**src/rtl/divider_rr_asm_pkg.sv**
```systemverilog
// divider_rr_asm_pkg: shared state encodings, default widths and divide-by-zero quotient for the restoring divider
package divider_rr_asm_pkg;
   localparam int L_WORD_DEF = 4;
   localparam int L_CNT_DEF = 3;
   localparam logic [31:0] DIV0_QUOTIENT = '1;
   typedef enum logic {S_IDLE = 1'b0, S_RUNNING = 1'b1} state_e;
endpackage

```
**src/rtl/divider_rr_asm_step.sv**
```systemverilog
// divider_step: one restoring-division iteration (shift, trial subtract, restore)
module divider_step #(
   parameter int W = 4
) (
   input  logic [W:0]   prem,
   input  logic [W-1:0] quot,
   input  logic [W-1:0] divisor,
   output logic [W:0]   prem_next,
   output logic [W-1:0] quot_next
);
   logic [W:0] shifted;
   logic [W:0] trial;
   logic       unused_prem_msb;
   assign unused_prem_msb = prem[W];
   // borrow-out in trial MSB decides whether the subtraction is kept or restored
   always_comb begin
      shifted   = {prem[W-1:0], quot[W-1]};
      trial     = shifted - {1'b0, divisor};
      prem_next = trial[W] ? shifted : trial;
      quot_next = {quot[W-2:0], ~trial[W]};
   end
endmodule

```
**src/rtl/divider_rr_asm.sv**
```systemverilog
// divider_rr_asm: sequential unsigned restoring divider with two-state Start/Ready controller
module divider_rr_asm
   import divider_rr_asm_pkg::*;
#(
   parameter int L_word = L_WORD_DEF,
   parameter int L_cnt  = L_CNT_DEF
) (
   input  logic              clock,
   input  logic              reset_b,
   input  logic [L_word-1:0] word1,
   input  logic [L_word-1:0] word2,
   input  logic              Start,
   output logic [L_word-1:0] quotient,
   output logic [L_word-1:0] remainder,
   output logic              Ready,
   output logic              Div_error
);
   localparam logic [L_word-1:0] QUOT_DIV0 = DIV0_QUOTIENT[L_word-1:0];
   state_e            state_q, state_d;
   logic [L_word-1:0] divisor_q, divisor_d;
   logic [L_word-1:0] quot_q, quot_d;
   logic [L_word:0]   prem_q, prem_d;
   logic [L_cnt-1:0]  cnt_q, cnt_d;
   logic              err_q, err_d;
   logic [L_word:0]   step_prem;
   logic [L_word-1:0] step_quot;
   divider_step #(.W(L_word)) u_step (
      .prem      (prem_q),
      .quot      (quot_q),
      .divisor   (divisor_q),
      .prem_next (step_prem),
      .quot_next (step_quot)
   );
   assign quotient  = quot_q;
   assign remainder = prem_q[L_word-1:0];
   assign Div_error = err_q;
   assign Ready     = (state_q == S_IDLE) && reset_b;
   // controller next state and datapath updates; quotient register doubles as dividend shifter
   always_comb begin
      state_d   = state_q;
      divisor_d = divisor_q;
      quot_d    = quot_q;
      prem_d    = prem_q;
      cnt_d     = cnt_q;
      err_d     = err_q;
      case (state_q)
         S_IDLE: begin
            if (Start) begin
               if (word2 == '0) begin
                  quot_d = QUOT_DIV0;
                  prem_d = {1'b0, word1};
                  err_d  = 1'b1;
               end else if (word1 == '0) begin
                  quot_d = '0;
                  prem_d = '0;
                  err_d  = 1'b0;
               end else begin
                  divisor_d = word2;
                  quot_d    = word1;
                  prem_d    = '0;
                  cnt_d     = '0;
                  err_d     = 1'b0;
                  state_d   = S_RUNNING;
               end
            end
         end
         S_RUNNING: begin
            if (cnt_q == L_cnt'(L_word)) begin
               state_d = S_IDLE;
            end else begin
               prem_d = step_prem;
               quot_d = step_quot;
               cnt_d  = cnt_q + 1'b1;
            end
         end
         default: state_d = S_IDLE;
      endcase
   end
   // state and datapath registers with asynchronous clear
   always_ff @(posedge clock or negedge reset_b) begin
      if (!reset_b) begin
         state_q   <= S_IDLE;
         divisor_q <= '0;
         quot_q    <= '0;
         prem_q    <= '0;
         cnt_q     <= '0;
         err_q     <= 1'b0;
      end else begin
         state_q   <= state_d;
         divisor_q <= divisor_d;
         quot_q    <= quot_d;
         prem_q    <= prem_d;
         cnt_q     <= cnt_d;
         err_q     <= err_d;
      end
   end
endmodule

```
**config.mk**
```make
export PLATFORM = sky130hd
export DESIGN_NAME = divider_rr_asm
export DESIGN_NICKNAME = d
export VERILOG_FILES = /design/src/rtl/divider_rr_asm_pkg.sv /design/src/rtl/divider_rr_asm_step.sv /design/src/rtl/divider_rr_asm.sv
export SDC_FILE = /design/constraint.sdc
export NUM_CORES = 1
export LEC_CHECK = 0
export BUFFER_PORTS_ARGS = -buffer_cell sky130_fd_sc_hd__buf_2
export CAP_MARGIN = 30
export CORE_ASPECT_RATIO = 0.75
export CORE_UTILIZATION = 58
export CTS_CLUSTER_SIZE = 30
export DETAILED_ROUTE_END_ITERATION = 12
export MAX_ROUTING_LAYER = met4
export PLACE_DENSITY = 0.92
export RECOVER_POWER = 100
export SYNTH_ARGS = -nofsm -noshare
export SYNTH_HDL_FRONTEND = slang
export SYNTH_SLANG_ARGS = --single-unit
```
**constraint.sdc**
```tcl
create_clock -name clock -period 3.3 [get_ports clock]
set_input_delay 0.99 -clock clock [delete_from_list [all_inputs] [get_ports clock]]
set_output_delay 0.99 -clock clock [all_outputs]
set_load 0.05 [all_outputs]
```
# [Yosys cells after proc, flatten, opt, wreduce, memory -nomap -nowiden]
# Index checks and enable logic that the tools add are counted.
[word_totals] wordCells=45 regBits=17
[classes] add_sub_neg=2 reduce_logical=7 bitwise=4 muxes=21 eq_ne=5
[ops] cell="4-bit two-way mux" count=8
[ops] cell="4-bit one-hot mux with 2 select lines" count=2
[ops] cell="3-bit two-way mux" count=4
[ops] cell="4-bit zero test" count=2
[ops] cell="2-bit inequality test, second input constant" count=4
[ops] cell="4-bit AND reduction" count=2
[ops] cell="3-bit one-hot mux with 2 select lines" count=1
[ops] cell="1-bit two-way mux" count=5
[ops] cell="5-bit by 4-bit subtractor with 5-bit output" count=1
[ops] cell="1-bit NOT" count=4
[ops] cell="2-bit AND reduction" count=2
[ops] cell="3-bit by 1-bit adder with 3-bit output, second input constant" count=1
[ops] cell="3-bit equality test, second input constant" count=1
[ops] cell="1-bit one-hot mux with 2 select lines" count=1
[ops] cell="1-bit logical AND" count=1

# [Longest topological paths before layout]
# Gate-level depths: netlist of the first run.
[depth] word_depth=5 depth_mapped=8 mapped_depth_nobuf=8

# [Hierarchy]
# Synthesis of the first run repeated with hierarchy kept, for this count alone.
[unflattened] hier_cells=115 area_unflattened_um2=1214.9
[by_module_without_submodules] module="divider_rr_asm" instances=1 seq_area_each_um2=450.4 cells_per_inst=84 area_each_um2=962.2
[by_module_without_submodules] module="divider_step" instances=1 seq_area_each_um2=0.0 cells_per_inst=31 area_each_um2=252.7

# [Worst setup path after synthesis of the first run]
# OpenSTA, ideal clock, no wires.
[synth_timing] kind="input to output" from="input port reset_b" to="output port Ready" path_slack_ps=613 required_time_ps=2310 path_stages=1 t_arrival_ps=1697 cell_sequence="nor2b_1"
[synth_between] elab_chain_cells=1
[synth_lines] item="start, declared" line_no="divider_rr_asm.sv:9" rtl="input logic reset_b,"
[synth_lines] item="1-bit logical AND" line_no="divider_rr_asm.sv:37" rtl="assign Ready = (state_q == S_IDLE) && reset_b;"
[synth_lines] item="end, declared" line_no="divider_rr_asm.sv:15" rtl="output logic Ready,"
# No other way between the ends.

# [Worst setup path after layout of the first run]
# Same ends and word-level chain as after synthesis.

==> impl_results.md, run 1 <==
- Finished Core Util: ~69%
- Post-DR wirelength/cell: 15.3 um
- RSZ-0062 raised after global routing: no
- Setup Skew: 7.17 ps
- Cell depth of the worst flop-to-flop path: 3
- Largest net degree at the start of global routing: 26
- # Post-CTS Setup Buffers: 0
- Die span in y: 40.2 um
- Vias in the first global route: 816
- Crit path time final: 2660 ps
- Worst EP required: 2310 ps
- IO Pins: 21
- Compound-gate portion of the synthesized area: 20.8%
- Post-Synthesis Cells: 113
- Worst-Skew Late Latency: 300 ps
- Initial cell density of the core: 63.5%
- GP Congestion: 0.819
- Leading area contributor after synthesis: dfrtp_1
- Arr. time, crit path: 1670 ps
- # hold bufs at CTS: 0
- WS Path Type: input port to output pin
- Hold Crit Class: flop to flop
- Syn nets: around 130
- Vias per std cell: 6.19
- PortBufs: 20
- Ys async rst share: 100%
- P&R area growth vs syn: 8.44%
- Clk root buf: clkbuf_4
- Rel. slew slack: 37.9%
- Number of synthesized flops with an enable pin: 0
- Overall routing resource usage: 26.1%
- Endpoints failing setup: 0
- Gr ovfl total: 0
- Max Clk Rate: 377 MHz
- Core Rows: 13
- Max cap viols: 0
- Worst hold slack: around 510 ps
- Top post-synthesis cells by area: dfrtp_1, ha_1, nand3b_1
- Final-report max-slew violation count: 0
- Final TNS setup: 0 ps
- Outcome: finished, final reports clean
- Diodes inserted: 0
- Die Wd: between 50 and 60 um
- Longest Clk Path Bufs: 2
- Avg Cell Area, Syn: 9.97 sq um
- CP Launch Type: input port
- Number of iterations in the first detailed-routing pass: 5
- Slew at the pin with the worst max-slew slack: 924 ps
- Max Fanout on Critical Path: 2
- Synth unique cells: 47
- Nets: 152
- CTS tree: done
- Tcrit/Tclk final: 80.5%
- Reg clk slew, reported paths: 90 ps
- Critical path capture point type: output pin
- Global-route wire length before repair: 3630 um
- Core Footprint: 0.00177 sq mm
- Synth top area share: 37.8%
- DRC: 0
- Ys Warns: 0
- Post-synthesis sequential area ratio: 37.8%
- Hold depth: 1
- Antenna viol nets, final: 0
- Commonest non-fill, non-tap cell in the layout: dfrtp_1
- Final HPWL DP: 1780 um
- Adder-cell share of the synthesized area: 8.44%
- Largest family of logic cells by synthesized area: simple AND/OR/NAND/NOR gates
- Die ar.: 0.00212 sq mm
- Synthesis-stage register bit count: 17
- Initial antenna violation count: 0
- Mux share of post-synthesis cell area: 4.89%
- Share of cells above drive strength 1: 14.3%
- Sink Count: 17
- Initial drt markers: 18
- Final hold vios: 0
- H-tree Lvls: 1
- Final wirelength: 2380 um
- Total number of vias: 960
- CTS Buf Count: 3
- # resized after CTS: 0
- Top FF cell, synth: dfrtp_1
- Synth Area in Simple Gates: 22.2%
- Post-Syn Area: 0.00113 sq mm
- XOR/XNOR Fraction of Synth Area: 0.778%
- Most frequent cells in the layout: dfrtp_1, clkbuf_1, buf_2
worst max-delay path: stages:
cell and delay [ps]:
buf_2 80, nor2b_1 110, clkbuf_1 480
final timing paths:
check                                     startpoint                  endpoint  slack (ps)
worst max-delay path                         reset_b                     Ready         640
worst min-delay path            cnt_q[0]$_DFFE_PN0P_      cnt_q[0]$_DFFE_PN0P_         510
worst max register to register     state_q$_DFF_PN0_  divisor_q[0]$_DFFE_PN0P_        1000
worst min register to register  cnt_q[0]$_DFFE_PN0P_      cnt_q[0]$_DFFE_PN0P_         510
max in group asynchronous                    reset_b     prem_q[2]$_DFFE_PN0P_        1830
min in group asynchronous                    reset_b   quotient[1]$_DFFE_PN0P_         890
cell type report:
cell class,count,area (sq um)
clock buffer,4,26.3
fill,146,552
inverter,9,33.8
multi-input combinational,82,617
sequential,17,425
tap,22,27.5
timing repair buffer,21,91.3
flip-flops by register name, summed over array words and instances (netlist names):
signal / count
prem_q: 4
Div_error: 1
state_q: 1
cnt_q: 3
quotient: 4
divisor_q: 4
per-layer routing:
layer / global-route usage (%) / vias up / part of all wire [%]
li1: - / 460 / -
met4: 6.58 / 0 / 0.63
met3: 9.47 / 2 / 6.0
met5: - / - / 0
met2: 44.9 / 39 / 47
met1: 29.4 / 459 / 46
kinds of logic after synthesis:
family | after synthesis
AO/OA/AOI/OAI | 33
AND/OR/NAND/NOR | 36
XOR/XNOR | 1
flip-flops | 17
multiplexers | 5
buffers and inverters | 14
adder cells (fa/ha/maj) | 7
per-stage QoR:
step	std cells	cell area, sq um	worst slack [ps]
floorplan	113	1130	613
global placement	151	1240	862
detailed placement	151	1240	850
CTS	155	1260	853
global route	155	1220	615
finish	155	1220	644
Yosys cell counts, drive strengths merged (2+ instances only):
| cell type | n |
|---|---|
| dfrtp | 17 |
| buf | 3 |
| a22oi | 2 |
| nand2b | 3 |
| clkbuf | 2 |
| a221oi | 2 |
| mux2 | 4 |
| inv | 9 |
| nor2 | 4 |
| a21oi | 6 |
| nand2 | 8 |
| o21ai | 7 |
| nand3 | 4 |
| nand3b | 6 |
| ha | 6 |
| nor3 | 3 |
| nor4 | 2 |
| a211oi | 3 |
| o31a | 2 |
Power of run 1 is left out: the tool's default activity adds up to more than one toggle a clock period on the data nets, which glitch-free logic cannot reach.
==> inputs of run 2 (changes only) <==
Settings changed: CORE_UTILIZATION 58 to 54, PLACE_DENSITY 0.92 to 0.87.
Clock period 3.3 ns to 2.5 ns, I/O delays scaled along.
==> impl_results.md, run 2 (synthesis results as in run 1) <==
- Antenna viol nets, final: 0 (unchanged)
- Final wirelength: 2430 um (+2.3%)
- Longest Clk Path Bufs: 2 (unchanged)
- Worst-Skew Late Latency: 300 ps (about the same)
- Vias per std cell: 6.12 (-1.3%)
- Cell depth of the worst flop-to-flop path: 8 (+5)
- Final Worst Setup Slack: 277 ps (-368 ps)
- Hold Crit Class: flop to flop
- Final Instance Area: 0.00123 sq mm (+0.72%)
- Wl on met1: 1130 um (+3.1%)
- Initial drt markers: 21 (+3)
- DRC: 0 (unchanged)
- Max Clk Rate: 450 MHz
- WS Path Type: flop to flop
- Nets: 153 (+0.66%)
- Overall routing resource usage: 25.0% (-1.1 points)
- Core Footprint: 0.00184 sq mm (+3.7%)
- Share of cells above drive strength 1: 15.7% (+1.4 points)
- Final hold vios: 0 (unchanged)
- Initial cell density of the core: 61.3% (-2.2 points)
- Slowest cell on crit path: dfrtp_1
- Arr. time, crit path: 2410 ps (+740 ps)
- R2R Setup Slk: 280 ps (-720 ps)
- Final HPWL DP: 1920 um (+8.0%)
- Global-route wire length before repair: 4050 um (+12%)
- # resized after CTS: 0 (unchanged)
- Tcrit/Tclk final: roughly 90%
- Post-place setup slack: 386 ps (-465 ps)
- IO Pins: 21 (unchanged)
- # hold bufs at CTS: 0 (unchanged)
- CTS tree: done
- Number of iterations in the first detailed-routing pass: 4 (-1)
- Worst EP required: 2680 ps (+370 ps)
- Crit path cell chain: inv_1 > ha_1 > inv_1 > fa_1 > nand3_1 > a21oi_1 > o211a_1 > o32a_1
- Reg clk slew, reported paths: 100 ps (about the same)
- Hold Crit Start: cnt_q[0]$_DFFE_PN0P_
- Final-report max-slew violation count: 0 (unchanged)
- H-tree Lvls: 1 (unchanged)
- Die span in y: 41.5 um (+3.4%)
- Post-DR wirelength/cell: 15.6 um (+1.7%)
- DR WL met2: 1160 um (+3.6%)
- P&R area growth vs syn: 9.22%
- Die Wd: 54.7 um (+3.5%)
- Setup Skew: 4.99 ps (-2.17 ps)
- Worst Hold Path EP: cnt_q[0]$_DFFE_PN0P_
- GP Congestion: 0.865 (+5.6%)
- R2r endpoint: prem_q[2]$_DFFE_PN0P_
- Most used cell, CP: inv_1
- CP Launch Type: flop
- Max stage delay on crit path: 420 ps (-60 ps)
- Crit path time final: 2220 ps
- # Post-CTS Setup Buffers: 0 (unchanged)
- Origin of the critical flop-to-flop path: quotient[3]$_DFFE_PN0P_
- Endpoints failing setup: 0 (unchanged)
- Max Fanout on Critical Path: 5 (+3)
- Rel. slew slack: 40.0% (+2.0 points)
- Most frequent cells in the layout: dfrtp_1, clkbuf_1, buf_2
- Slew at the pin with the worst max-slew slack: 900 ps (-23.5 ps)
- Worst hold slack: 512 ps (+3.18 ps)
- Outcome: finished, final reports clean
- Vias in the first global route: 971 (+19%)
- Met3 WL post-DR: 131 um (-8.4%)
- Largest net degree at the start of global routing: 22 (-15%)
- Top routing layer in use: met4
- Sink Count: 17 (unchanged)
- Area after DPL: 0.00124 sq mm (+0.61%)
- Diodes inserted: 0 (unchanged)
- PortBufs: 20 (unchanged)
- CTS Buf Count: 3 (unchanged)
- Die ar.: 0.00227 sq mm (+7.1%)
- Clk root buf: clkbuf_4
- Commonest non-fill, non-tap cell in the layout: dfrtp_1
- Initial antenna violation count: 0 (unchanged)
- RSZ-0062 raised after global routing: no
- Final TNS setup: 0 ps (unchanged)
- Gr ovfl total: 0 (unchanged)
- Core Rows: 13 (unchanged)
- Hold depth: 1 (unchanged)
- Total number of vias: 954 (-0.63%)
- Critical path capture point type: flop
- Max cap viols: 0 (unchanged)
## run 2: changes by cell type in the layout (fill, tap and decap cells not counted), sizes merged
cell | previous run | this run
buf | 10 | 11
## run 2: area by class of cell
type                       count  area [sq um]
timing repair buffer          22           100
inverter                       9          33.8
multi-input combinational     82           617
sequential                    17           425
fill                         161           608
tap                           22          27.5
clock buffer                   4          26.3
## run 2: critical path, delay by kind of cell (launching register included)
kind / cells / cell delay, ps
flops: 1 / 420
simple gates: 1 / 200
fa+ha+maj: 2 / 580
buf+inv: 2 / 150
compound gates: 3 / 740
## run 2: worst max-delay path by stage
stage                                       start                     to
after CTS                 quotient[3]$_DFFE_PN0P_  prem_q[2]$_DFFE_PN0P_
final                     quotient[3]$_DFFE_PN0P_  prem_q[2]$_DFFE_PN0P_
after global routing      quotient[3]$_DFFE_PN0P_  prem_q[2]$_DFFE_PN0P_
after floorplan                           reset_b                  Ready
after global placement    quotient[3]$_DFFE_PN0P_  prem_q[2]$_DFFE_PN0P_
after detailed placement  quotient[3]$_DFFE_PN0P_  prem_q[2]$_DFFE_PN0P_
## run 2: per-stage QoR
step / cells / util (%)
2_1_floorplan: 113 / -
3_3_place_gp: 152 / 67.7
3_5_place_dp: 152 / 67.7
4_1_cts: 156 / 69.2
5_1_grt: 156 / 66.9
6_report: 156 / 66.9
## run 2: routing by layer
layer / up-vias / track usage [%]
met1: 467 / 29.9
met3: 2 / 8.42
met5: - / -
met4: 0 / 6.67
li1: 460 / -
met2: 25 / 39.5
Power of run 2 is left out for the same reason.
